<file path="config.mk">
export PLATFORM = sky130hd
export DESIGN_NAME = sr_cmd_sequencer
export DESIGN_NICKNAME = d
export VERILOG_FILES = /design/src/rtl/sr_pkg.sv /design/src/rtl/sr_debounce.sv /design/src/rtl/sr_cmd_sequencer.sv
export SDC_FILE = /design/constraint.sdc
export NUM_CORES = 1
export LEC_CHECK = 0
export ABC_AREA = 1
export CAP_MARGIN = 30
export CORE_MARGIN = 3
export CORE_UTILIZATION = 48
export CTS_CLUSTER_SIZE = 8
export DETAILED_ROUTE_END_ITERATION = 10
export GPL_TIMING_DRIVEN = 0
export PLACE_DENSITY_LB_ADDON = 0.12
export REMOVE_ABC_BUFFERS = 1
export SYNTH_ARGS = -nofsm -noshare
export SYNTH_HDL_FRONTEND = slang
export SYNTH_SLANG_ARGS = --single-unit
</file>
<file path="constraint.sdc">
create_clock -name clk -period 1.3 [get_ports clk]
set_clock_uncertainty 0.1 [all_clocks]
set_input_delay 0.325 -clock clk [delete_from_list [all_inputs] [get_ports clk]]
set_output_delay 0.325 -clock clk [all_outputs]
set_load 0.01 [all_outputs]
</file>
<file path="src/rtl/sr_pkg.sv">
// Shared types for the SR latch command sequencer.
// Optional input debounce is enabled with SR_DEBOUNCE_EN.
package sr_pkg;

   typedef enum logic [1:0] {
      ST_IDLE,
      ST_SETUP,
      ST_ENABLE,
      ST_RELEASE
   } state_e;

   typedef enum logic [1:0] {
      CMD_NONE,
      CMD_SET,
      CMD_RESET
   } cmd_e;

   localparam int EN_CNT_W = 4;
   localparam int DB_CNT_W = 8;

endpackage

</file>
<file path="src/rtl/sr_debounce.sv">
// Two-flop synchronizer plus optional stability filter for one request input.
// With SR_DEBOUNCE_EN undefined the synchronizer output is the level directly.
module sr_debounce
   import sr_pkg::*;
#(
   parameter int unsigned DEBOUNCE_CYCLES = 4
) (
   input  logic clk_i,
   input  logic rst_i,
   input  logic din_i,
   output logic level_o
);

   if (DEBOUNCE_CYCLES < 1 || DEBOUNCE_CYCLES > 255) begin : g_bad_db
      $error("DEBOUNCE_CYCLES out of range");
   end

   logic [1:0] sync_q;

   always_ff @(posedge clk_i or posedge rst_i) begin
      if (rst_i) begin
         sync_q <= '0;
      end else begin
         sync_q <= {sync_q[0], din_i};
      end
   end

`ifdef SR_DEBOUNCE_EN
   logic [DB_CNT_W-1:0] cnt_q, cnt_d;
   logic                level_q, level_d;

   // Counter only runs while the synced input disagrees with the level.
   always_comb begin
      cnt_d   = '0;
      level_d = level_q;
      if (sync_q[1] != level_q) begin
         if (cnt_q == DB_CNT_W'(DEBOUNCE_CYCLES - 1)) begin
            level_d = sync_q[1];
         end else begin
            cnt_d = cnt_q + DB_CNT_W'(1);
         end
      end
   end

   always_ff @(posedge clk_i or posedge rst_i) begin
      if (rst_i) begin
         cnt_q   <= '0;
         level_q <= 1'b0;
      end else begin
         cnt_q   <= cnt_d;
         level_q <= level_d;
      end
   end

   assign level_o = level_q;
`else
   assign level_o = sync_q[1];
`endif

endmodule

</file>
<file path="src/rtl/sr_cmd_sequencer.sv">
// Sequences set/reset commands into setup/enable/release drive of an SR latch.
// Input debounce counters are present only with SR_DEBOUNCE_EN defined.
module sr_cmd_sequencer
   import sr_pkg::*;
#(
   parameter int unsigned DEBOUNCE_CYCLES = 4,
   parameter int unsigned EN_PULSE_CYCLES = 2
) (
   input  logic clk,
   input  logic rst,
   input  logic set_req,
   input  logic rst_req,
   output logic s_out,
   output logic r_out,
   output logic en_out,
   output logic busy,
   output logic conflict
);

   if (EN_PULSE_CYCLES < 1 || EN_PULSE_CYCLES > 15) begin : g_bad_en
      $error("EN_PULSE_CYCLES out of range");
   end

   logic set_lvl, rst_lvl;
   logic set_prev_q, rst_prev_q;
   logic set_rise, rst_rise;
   logic want_set, want_rst;
   logic conflict_q, conflict_d;

   state_e state_q, state_d;
   cmd_e   cmd_q, cmd_d;
   cmd_e   pend_q, pend_d;
   cmd_e   req;

   logic [EN_CNT_W-1:0] cnt_q, cnt_d;

   sr_debounce #(
      .DEBOUNCE_CYCLES(DEBOUNCE_CYCLES)
   ) u_db_set (
      .clk_i  (clk),
      .rst_i  (rst),
      .din_i  (set_req),
      .level_o(set_lvl)
   );

   sr_debounce #(
      .DEBOUNCE_CYCLES(DEBOUNCE_CYCLES)
   ) u_db_rst (
      .clk_i  (clk),
      .rst_i  (rst),
      .din_i  (rst_req),
      .level_o(rst_lvl)
   );

   assign set_rise = set_lvl & ~set_prev_q;
   assign rst_rise = rst_lvl & ~rst_prev_q;

   // Fresh edges and the pending slot are merged before arbitration.
   assign want_set = set_rise | (pend_q == CMD_SET);
   assign want_rst = rst_rise | (pend_q == CMD_RESET);

   always_comb begin
      req        = CMD_NONE;
      conflict_d = 1'b0;
      unique case (1'b1)
         want_set & want_rst:  conflict_d = 1'b1;
         want_set & ~want_rst: req = CMD_SET;
         want_rst & ~want_set: req = CMD_RESET;
         default: ;
      endcase
   end

   always_comb begin
      state_d = state_q;
      cmd_d   = cmd_q;
      cnt_d   = cnt_q;
      pend_d  = req;
      unique case (state_q)
         ST_IDLE: begin
            if (req != CMD_NONE) begin
               state_d = ST_SETUP;
               cmd_d   = req;
               pend_d  = CMD_NONE;
            end
         end
         ST_SETUP: begin
            state_d = ST_ENABLE;
            cnt_d   = '0;
         end
         ST_ENABLE: begin
            if (cnt_q == EN_CNT_W'(EN_PULSE_CYCLES - 1)) begin
               state_d = ST_RELEASE;
            end else begin
               cnt_d = cnt_q + EN_CNT_W'(1);
            end
         end
         ST_RELEASE: begin
            state_d = ST_IDLE;
            cmd_d   = CMD_NONE;
         end
         default: begin
            state_d = ST_IDLE;
            cmd_d   = CMD_NONE;
         end
      endcase
   end

   always_ff @(posedge clk or posedge rst) begin
      if (rst) begin
         state_q    <= ST_IDLE;
         cmd_q      <= CMD_NONE;
         pend_q     <= CMD_NONE;
         cnt_q      <= '0;
         conflict_q <= 1'b0;
         set_prev_q <= 1'b0;
         rst_prev_q <= 1'b0;
      end else begin
         state_q    <= state_d;
         cmd_q      <= cmd_d;
         pend_q     <= pend_d;
         cnt_q      <= cnt_d;
         conflict_q <= conflict_d;
         set_prev_q <= set_lvl;
         rst_prev_q <= rst_lvl;
      end
   end

   assign s_out    = (cmd_q == CMD_SET);
   assign r_out    = (cmd_q == CMD_RESET);
   assign en_out   = (state_q == ST_ENABLE);
   assign busy     = (state_q != ST_IDLE);
   assign conflict = conflict_q;

endmodule

</file>
# Word level (Yosys, flattened, before mapping)
# Cells that the tools add are included.
op_classes:
  bitwise_logic: 11
  eq_ne: 11
  addsub: 1
  mux: 11
  n_reduce_logical: 8
ops:
  columns: ["op", "count"]
  rows:
  - ["two-way mux 2 bit", 5]
  - ["== test 2 bit (second input constant)", 4]
  - ["case mux 2 bit (2 select lines)", 2]
  - ["case mux 2 bit (4 select lines)", 1]
  - ["case mux 4 bit (2 select lines)", 1]
  - ["nonzero test 2 bit", 4]
  - ["== test 2 x 1 -> 1 bit (second input constant)", 3]
  - ["AND reduction 2 bit", 3]
  - ["bitwise AND 1 bit", 5]
  - ["adder 4 x 1 -> 4 bit (second input constant)", 1]
  - ["== test 4 x 1 -> 1 bit (second input constant)", 1]
  - ["two-way mux 4 bit", 1]
  - ["!= test 2 bit (second input constant)", 2]
  - ["NOT 1 bit", 4]
  - ["logical NOT 2 bit", 1]
  - ["!= test 2 x 1 -> 1 bit (second input constant)", 1]
  - ["bitwise OR 1 bit", 2]
  - ["two-way mux 1 bit", 1]
word_totals:
  ff_bits: 17
  wordCells: 51
  out_inout_bits: 5
  in_bits: 4

# Longest topological paths before layout
# Gate-level depths: netlist of run 1.
logic_depth:
  word_depth: 9
  depth_mapped: 8
  mapped_depth_nobuf: 8

# Cells and area by module
# A second synthesis of run 1 with hierarchy kept.
hier_totals:
  cells_unflattened: 88
  area_unflattened_um2: 837.1
by_module_without_submodules:
  columns: ["mod", "seq_area_each_um2", "area_per_inst_um2", "n_inst", "cells_each"]
  rows:
  - ["sr_cmd_sequencer", 325.3, 729.4, 1, 82]
  - ["sr_debounce", 50.0, 53.8, 2, 3]

# Worst setup path after synthesis of run 1
# Ideal clock, no wire load.
synth_timing:
  kind: "reg-to-reg"
  from: "register pend_q[1]"
  to: "register cmd_q[0]"
  setup_time_ps: 126
  required_time_ps: 1074
  path_slack_ps: -152
  period_less_slack_ps: 1452
  t_arrival_ps: 1226
  n_path_buf: 0
  path_stages_with_launch: 6
  cell_sequence: "dfrtp_1 > o22ai_1 > inv_1 > ha_1 > o21ai_0 > o21ai_0"
synth_via:
  elab_chain_len: 8
  elab_cells_between_ends: 14
  cone_classes: "eq/ne: 3; mux: 3; bitwise: 6; reduce/logical: 2"
synth_rtl:
  columns: ["item", "line_no", "rtl"]
  rows:
  - ["start: declaration", "sr_cmd_sequencer.sv:32", "cmd_e pend_q, pend_d;"]
  - ["start signal: assignment", "sr_cmd_sequencer.sv:120", "pend_q <= pend_d;"]
  - ["== test 2 x 1 -> 1 bit / == test 2 bit (equally long branches)", "sr_cmd_sequencer.sv:59, sr_cmd_sequencer.sv:60", null]
  - ["bitwise OR 1 bit, on equally long branches", "sr_cmd_sequencer.sv:59, sr_cmd_sequencer.sv:60", null]
  - ["NOT 1 bit, on equally long branches", "sr_cmd_sequencer.sv:68, sr_cmd_sequencer.sv:67", null]
  - ["bitwise AND 1 bit, on equally long branches", "sr_cmd_sequencer.sv:68, sr_cmd_sequencer.sv:67", null]
  - ["case mux 2 bit (2 select lines) *", "sr_cmd_sequencer.sv:65", "unique case (1'b1)"]
  - ["nonzero test 2 bit", "sr_cmd_sequencer.sv:80", "if (req != CMD_NONE) begin"]
  - ["!= test 2 bit (no source line)", null, null]
  - ["AND reduction 2 bit (no source line)", null, null]
  - ["end signal: assignment", "sr_cmd_sequencer.sv:119", "cmd_q <= cmd_d;"]
  - ["end: declaration", "sr_cmd_sequencer.sv:31", "cmd_e cmd_q, cmd_d;"]
# Every way passes the cells marked *; elsewhere a longest branch is shown, timed or not. The select of a mux whose other input is x is not followed.
# A chain may end at the register's enable or synchronous reset.

# Worst setup path after layout of run 1
layout_timing:
  from: "register state_q[0]"
  to: "output en_out"
layout_via:
  elab_chain_len: 1
layout_rtl:
  columns: ["item", "line_no", "rtl"]
  rows:
  - ["start: declaration", "sr_cmd_sequencer.sv:30", "state_e state_q, state_d;"]
  - ["start signal: assignment", "sr_cmd_sequencer.sv:118", "state_q <= state_d;"]
  - ["== test 2 bit", "sr_cmd_sequencer.sv:130", "assign en_out = (state_q == ST_ENABLE);"]
  - ["end: declaration", "sr_cmd_sequencer.sv:15", "output logic en_out,"]
# No other way between the ends.

==> impl_results.md, run 1 <==
* Post-synthesis register bit count at 17
* Count of non-filler cells in the finished layout at 127
* Worst-path clk slew at 0.10 ns
* HPWL Detailed at ~980 um
* FMAX at 639 MHz
* Syn avg cell area at 9.61 sq um
* Worst reg-to-reg path cell count at 7
* Maxcap violations at 0
* Root Buffer: clkbuf_4
* Pre-CTS WS at -0.606 ns
* Initial antenna violation count at 0
* Die Y at 47.7 um
* Ports at 9
* Clock tree sinks at 17
* Clock Path Buffers at 2
* Largest net degree at the start of global routing at 18
* Number of synthesized flops with an enable pin at 0
* Delay-heaviest family, CP: flip-flops
* Starting Density at 0.530
* Area Growth Syn to Fin at 40.3%
* # setup viols final at 13
* Data arrival, critical path at 1.14 ns
* Critical path origin: state_q[0]$_DFFE_PP0P_
* CP required at 0.88 ns
* 1st-pass router iterations at 4
* Leak pwr at 0.595 nW
* DR vias at roughly 650
* Vias/cell at 5.09
* Setup WS post-layout at -0.264 ns
* TritonCTS Buffers at 3
* Final Cycle Share at 1.20
* Crit path kind: flop to output pin
* RSZ-0062 raised after global routing: true
* # DRC at 0
* GP Congestion at between 0.7 and 0.8
* Stages on worst setup path at 4
* Yosys warnings at 0
* Fill cell count at 98
* Core ar. at 1580 sq um
* Slew Viols, Final at 0
* Port bufs at 8
* Hold buffers post-CTS at 0
* TritonCTS clock tree: done
* Top cell type's share of synthesized area at 0.509
* Post-route cell area at roughly 1200 sq um
* P per Cell Area at approximately 2300 nW/um^2
* Min-Delay Path Class: flop to flop
* Critical path capture point type: output pin
* Final Hold Viols at 0
* DRT iter0 DRCs at 3
* R2r endpoint: state_q[0]$_DFFE_PP0P_
* Reg2reg start: state_q[0]$_DFFE_PP0P_
* # placed instances at roughly 110
* Final min period at 1.56 ns
* Synth top cells by count: dfrtp_1 (17), inv_1 (17), nand2_1 (12), nand3_1 (11), ha_1 (10)
* # diodes at 0
* Layout cell share with drive strength beyond 1 at 0.405
* R2R Setup Slk at -0.15 ns
* Slowest CP cell: dfrtp_1
* Rows at 14
* Cell variety after synth at 16
* Total grt overflow at 0
* Dominant cell type by area after synthesis: dfrtp_1
* Ys flop type: dfrtp_1
* Max_slew headroom at 0.578
* Overall power at 2.67 mW
* Worst path cell trace: inv_2 > buf_6 > ha_4 > buf_6
* Register area share after synthesis at 0.509
* Global-route wire length before repair at 2.68 mm
* H-tree Lvls at 1
* Die width at 47.7 um
* Vias in the first global route at 630
* Post-Syn Area at ~840 sq um
* Post-Synthesis Cells at 87
* Failing checks: setup timing
* Max incr delay on CP at about 0.40 ns
* Routed wire per std cell at 13.4 um
* Maximum vdd drop at ~1.7 mV
* Drt total wl at around 1.7 mm
* Final nets at roughly 130
* Area post-placement at 936 sq um
* Clock Latency Late Sink at ~0.28 ns
* Fin util at 0.744
* Worst-margin pin slew at 0.633 ns
* CP most frequent cell: buf_6
* Worst setup SP type: flop
* Total Die Area at 2280 sq um
* Top post-synthesis cells by area: dfrtp_1 (51%), ha_1 (15%), inv_1 (7.6%), nand3_1 (6.6%), nand2_1 (5.4%)
* Gr usage total at 0.174
* Critical Path Fanout Max at 3
* Status: finished with violations
* CP Buf/Inv Count at 3
* Worst Setup EP: en_out
* Async SR Flop Fraction at 1.00
* Post-DRT Antenna Nets at 0
[report_power, final]
part / internal (mW) / switching (mW) / total, mW
Sequential: 0.663 / 0.136 / 0.799
Clock: 0.114 / 0.158 / 0.272
Combinational: 0.777 / 0.820 / 1.60
[worst register-to-register path, cell delays in order (launching register included)]
cell and delay (ns):
dfrtp_1 0.40, inv_2 0.08, buf_6 0.12, ha_4 0.15, buf_4 0.16, or2_1 0.21
nand3_1 0.09, nand2_1 0.05
[registers in the layout (all words and copies together), names as in the netlist]
register	count
cnt_q	4
state_q	2
cmd_q	2
conflict	1
pend_q	2
u_db_set.sync_q	2
u_db_rst.sync_q	2
rst_prev_q	1
set_prev_q	1
[kinds of logic after synthesis]
group | Yosys count | synth area share
AND/OR/NAND/NOR | 36 | 0.217
adder cells (fa/ha/maj) | 10 | 0.150
flip-flops | 17 | 0.509
AO/OA/AOI/OAI | 5 | 0.0329
XOR/XNOR | 1 | 0.0105
buffers and inverters | 18 | 0.0808
[per-stage QoR]
step	setup TNS [ns]	hold slack, ns
2_1_floorplan	-0.664	0.151
3_3_place_gp	-2.77	0.234
3_5_place_dp	-3.01	0.236
4_1_cts	-0.997	0.259
5_1_grt	-2.06	0.270
6_report	-1.31	0.255
[layout by cell type (no fill, tap or decap), types with 2 or more instances in the layout]
master | Yosys | layout
nand2_2 | 1 | 2
nor2_2 | 1 | 2
buf_2 | 0 | 3
ha_4 | 0 | 4
o22ai_4 | 0 | 2
inv_1 | 17 | 12
buf_4 | 0 | 8
nor2_1 | 5 | 3
nand3b_1 | 2 | 2
nand2_4 | 2 | 3
nand2_1 | 12 | 10
o21ai_1 | 0 | 2
clkbuf_4 | 0 | 3
clkdlybuf4s50_1 | 0 | 3
dfrtp_1 | 17 | 17
nand3_2 | 0 | 2
ha_1 | 10 | 5
inv_2 | 1 | 5
buf_6 | 0 | 6
nand3_1 | 11 | 9
[routing by layer]
metal | part of all wire | global-route usage
met1 | 0.42 | 0.190
met2 | 0.56 | 0.317
met3 | 0.015 | 0.0226
met4 | 0.011 | 0.0968
met5 | 0 | 0
[how the worst min path moves through the flow]
| stage | startpoint | endpoint | slack, ns | depth (start not counted) |
|---|---|---|---|---|
| final | u_db_rst.sync_q[0]$_DFF_PP0_ | u_db_rst.sync_q[1]$_DFF_PP0_ | 0.25 | 0 |
| after global routing | u_db_rst.sync_q[0]$_DFF_PP0_ | u_db_rst.sync_q[1]$_DFF_PP0_ | 0.27 | 0 |
| after CTS | u_db_rst.sync_q[0]$_DFF_PP0_ | u_db_rst.sync_q[1]$_DFF_PP0_ | 0.26 | 0 |
| after detailed placement | u_db_rst.sync_q[0]$_DFF_PP0_ | u_db_rst.sync_q[1]$_DFF_PP0_ | 0.24 | 0 |
| after global placement | u_db_rst.sync_q[0]$_DFF_PP0_ | u_db_rst.sync_q[1]$_DFF_PP0_ | 0.23 | 0 |
| after floorplan | rst | cmd_q[0]$_DFFE_PP0P_ | 0.15 | 1 |
[cell type report]
cell class / instances / area (sq um) / share of cell area
Clock inverter: 1 / 5.00 / 0.00427
Clock buffer: 3 / 22.5 / 0.0192
Multi-Input combinational cell: 52 / 457 / 0.390
Inverter: 18 / 70.1 / 0.0598
Tap cell: 16 / 20.0 / 0.0171
Timing Repair Buffer: 20 / 173 / 0.147
Sequential cell: 17 / 425 / 0.363
[what timing repair did]
| item | CTS | global route |
|---|---|---|
| setup endpoints to repair | 14 | 14 |
| resized for setup | 47 | 9 |
| cloned | 0 | 0 |
| pin swaps | 5 | 5 |
| setup buffers | 10 | 3 |
No activity file was read; power rests on OpenSTA's default activity.
==> run 2, diff against run 1 <==
==> constraint.sdc (replaced) <==
create_clock -name clk -period 1.4 [get_ports clk]
set_clock_uncertainty 0.1 [all_clocks]
set_input_delay 0.35 -clock clk [delete_from_list [all_inputs] [get_ports clk]]
set_output_delay 0.35 -clock clk [all_outputs]
set_load 0.01 [all_outputs]
==> run 2 against run 1 <==
Against the previous run:
- the flow still finishes with violations (setup timing)
- worst hold slack about the same
- first-iteration DRC count unchanged
- routed wire length is 6.0% lower
- utilization is 1.8 points lower
- combinational power is 13% lower
- setup slack better by 0.089 ns
- sequential share of layout area grew 0.91 points
- sequential power fell by 8.0%
- total power down 11%
==> impl_results.md, run 2 (same netlist as run 1, synthesis figures left out) <==
* Status: finished with violations
* Failing checks: setup timing
* Post-DRT Antenna Nets at 0
* Leak pwr at between 0.5 and 0.6 nW
* Final Hold Viols at 0
* # setup viols final at 4
* Total Die Area at 2280 sq um
* Maximum vdd drop at 1.30 mV
* TritonCTS clock tree: done
* Final Cycle Share at 1.12
* Port bufs at 8
* Sequential share of power at 0.309
* Min-Delay Path Class: flop to flop
* Comb pwr share at 0.586
* DRT iter0 DRCs at 3
* Clock Path Buffers at 2
* Crit path kind: flop to output pin
* CP most frequent cell: buf_6
* Final nets at 125
* Global-route wire length before repair at around 2.5 mm
* Core ar. at between 1500 and 2000 sq um
* Critical Path Fanout Max at 3
* Biggest register: cnt_q
* Clock tree sinks at 17
* Most frequent cells in the layout: dfrtp_1 (17), inv_1 (13), nand2_1 (10)
* Root Buffer: clkbuf_4
* Drt total wl at 1.60 mm
* Gr usage total at 0.162
* Hold buffers post-CTS at 0
* Fin util at 0.725
* H-tree Lvls at 1
* Net Switching at 0.971 mW
* CP required at 0.95 ns
* Data arrival, critical path at 1.12 ns
* Slew Viols, Final at 0
* # placed instances at 111
* Worst path cell trace: inv_2 > buf_6 > ha_4 > buf_6
* FMAX at 635 MHz
* Area post-placement at 936 sq um
* 1st-pass router iterations at 3
* Die width at 47.7 um
* Post-route cell area at 1140 sq um
* Overall power at 2.38 mW
* Most common cell after layout, fill and taps aside: dfrtp_1
* Ports at 9
* HPWL Detailed at 980 um
* Area Growth Syn to Fin at 36.8%
* Internal at approximately 1.4 mW
* Maxcap violations at 0
* Max incr delay on CP at 0.39 ns
* Critical path capture point type: output pin
* Layout cell share with drive strength beyond 1 at 0.364
* Worst-path clk slew at roughly 0.090 ns
* Worst-margin pin slew at 0.630 ns
* Clock Latency Late Sink at 0.28 ns
* # DRC at 0
* Total grt overflow at 0
* Sw Ratio at 0.409
* P per Cell Area at about 2100 nW/um^2
* Largest net degree at the start of global routing at 18
* Initial antenna violation count at 0
* Setup WS post-layout at -0.175 ns
* Starting Density at 0.530
* Rows at 14
* Max_slew headroom at 0.579
* Die Y at between 40 and 50 um
* TritonCTS Buffers at 3
* Vias in the first global route at a little over 600
* Worst setup SP type: flop
* DR vias at 634
* RSZ-0062 raised after global routing: true
* Clk pwr share at 0.105
* Vias/cell at approximately 5.0
* # diodes at 0
* Final min period at approximately 1.6 ns
* Count of non-filler cells in the finished layout at approximately 130
* Largest register FFs at 4
* GP Congestion at 0.746
* Slowest CP cell: dfrtp_1
* Routed wire per std cell at approximately 13 um
-- run 2: worst paths after layout --
kind	from	to	slack [ns]	cells past startpoint
max in group asynchronous	rst	state_q[0]$_DFFE_PP0P_	0.46	2
hold reg to reg	u_db_rst.sync_q[0]$_DFF_PP0_	u_db_rst.sync_q[1]$_DFF_PP0_	0.25	0
min in group asynchronous	rst	u_db_set.sync_q[0]$_DFF_PP0_	0.34	2
setup / recovery	state_q[0]$_DFFE_PP0P_	en_out	-0.17	4
setup reg to reg	state_q[1]$_DFFE_PP0P_	state_q[0]$_DFFE_PP0P_	-0.06	7
hold / removal	u_db_rst.sync_q[0]$_DFF_PP0_	u_db_rst.sync_q[1]$_DFF_PP0_	0.25	0
-- run 2: layout make-up --
| cell class | count | area (sq um) |
|---|---|---|
| Multi-Input combinational cell | 52 | 434 |
| Fill cell | 108 | 433 |
| Sequential cell | 17 | 425 |
| Timing Repair Buffer | 19 | 166 |
| Inverter | 18 | 70.1 |
| Clock buffer | 3 | 22.5 |
| Tap cell | 16 | 20.0 |
| Clock inverter | 1 | 5.00 |
-- run 2: per-stage QoR --
stage | worst slack, ns | hold slack [ns] | TNS (ns)
floorplan | -0.0522 | 0.176 | -0.171
global placement | -0.527 | 0.234 | -1.77
detailed placement | -0.531 | 0.236 | -1.94
CTS | -0.172 | 0.259 | -0.363
global route | -0.226 | 0.270 | -0.869
finish | -0.175 | 0.255 | -0.404
-- run 2: critical path, delay by kind of cell, from the launching register on --
family	cells	cell delay, ns
adders and majority gates	1	0.15
buffers and inverters	3	0.30
DFF	1	0.39
-- run 2: metal layers --
metal / share of wire / global-route usage / vias to the layer above
met3: 0.014 / 0.0338 / 2
met4: 0.012 / 0.0968 / 0
met5: 0 / 0 / -
met2: 0.54 / 0.282 / 4
li1: - / - / 317
met1: 0.43 / 0.179 / 311
-- run 2: power groups by stage --
stage | Clock [mW] | Combinational (mW) | Sequential, mW
final | 0.249 | 1.39 | 0.735
after global routing | 0.285 | 1.53 | 0.751
after CTS | 0.264 | 1.25 | 0.729
after detailed placement | 0 | 0.844 | 0.743
after global placement | 0 | 0.821 | 0.737
after floorplan | 0 | 0.616 | 0.714
-- run 2: timing repair --
item | in CTS | in global routing
gates resized for setup | 39 | 9
pin swaps | 5 | 7
endpoints found under the setup margin | 11 | 13
buffers inserted | 9 | 2
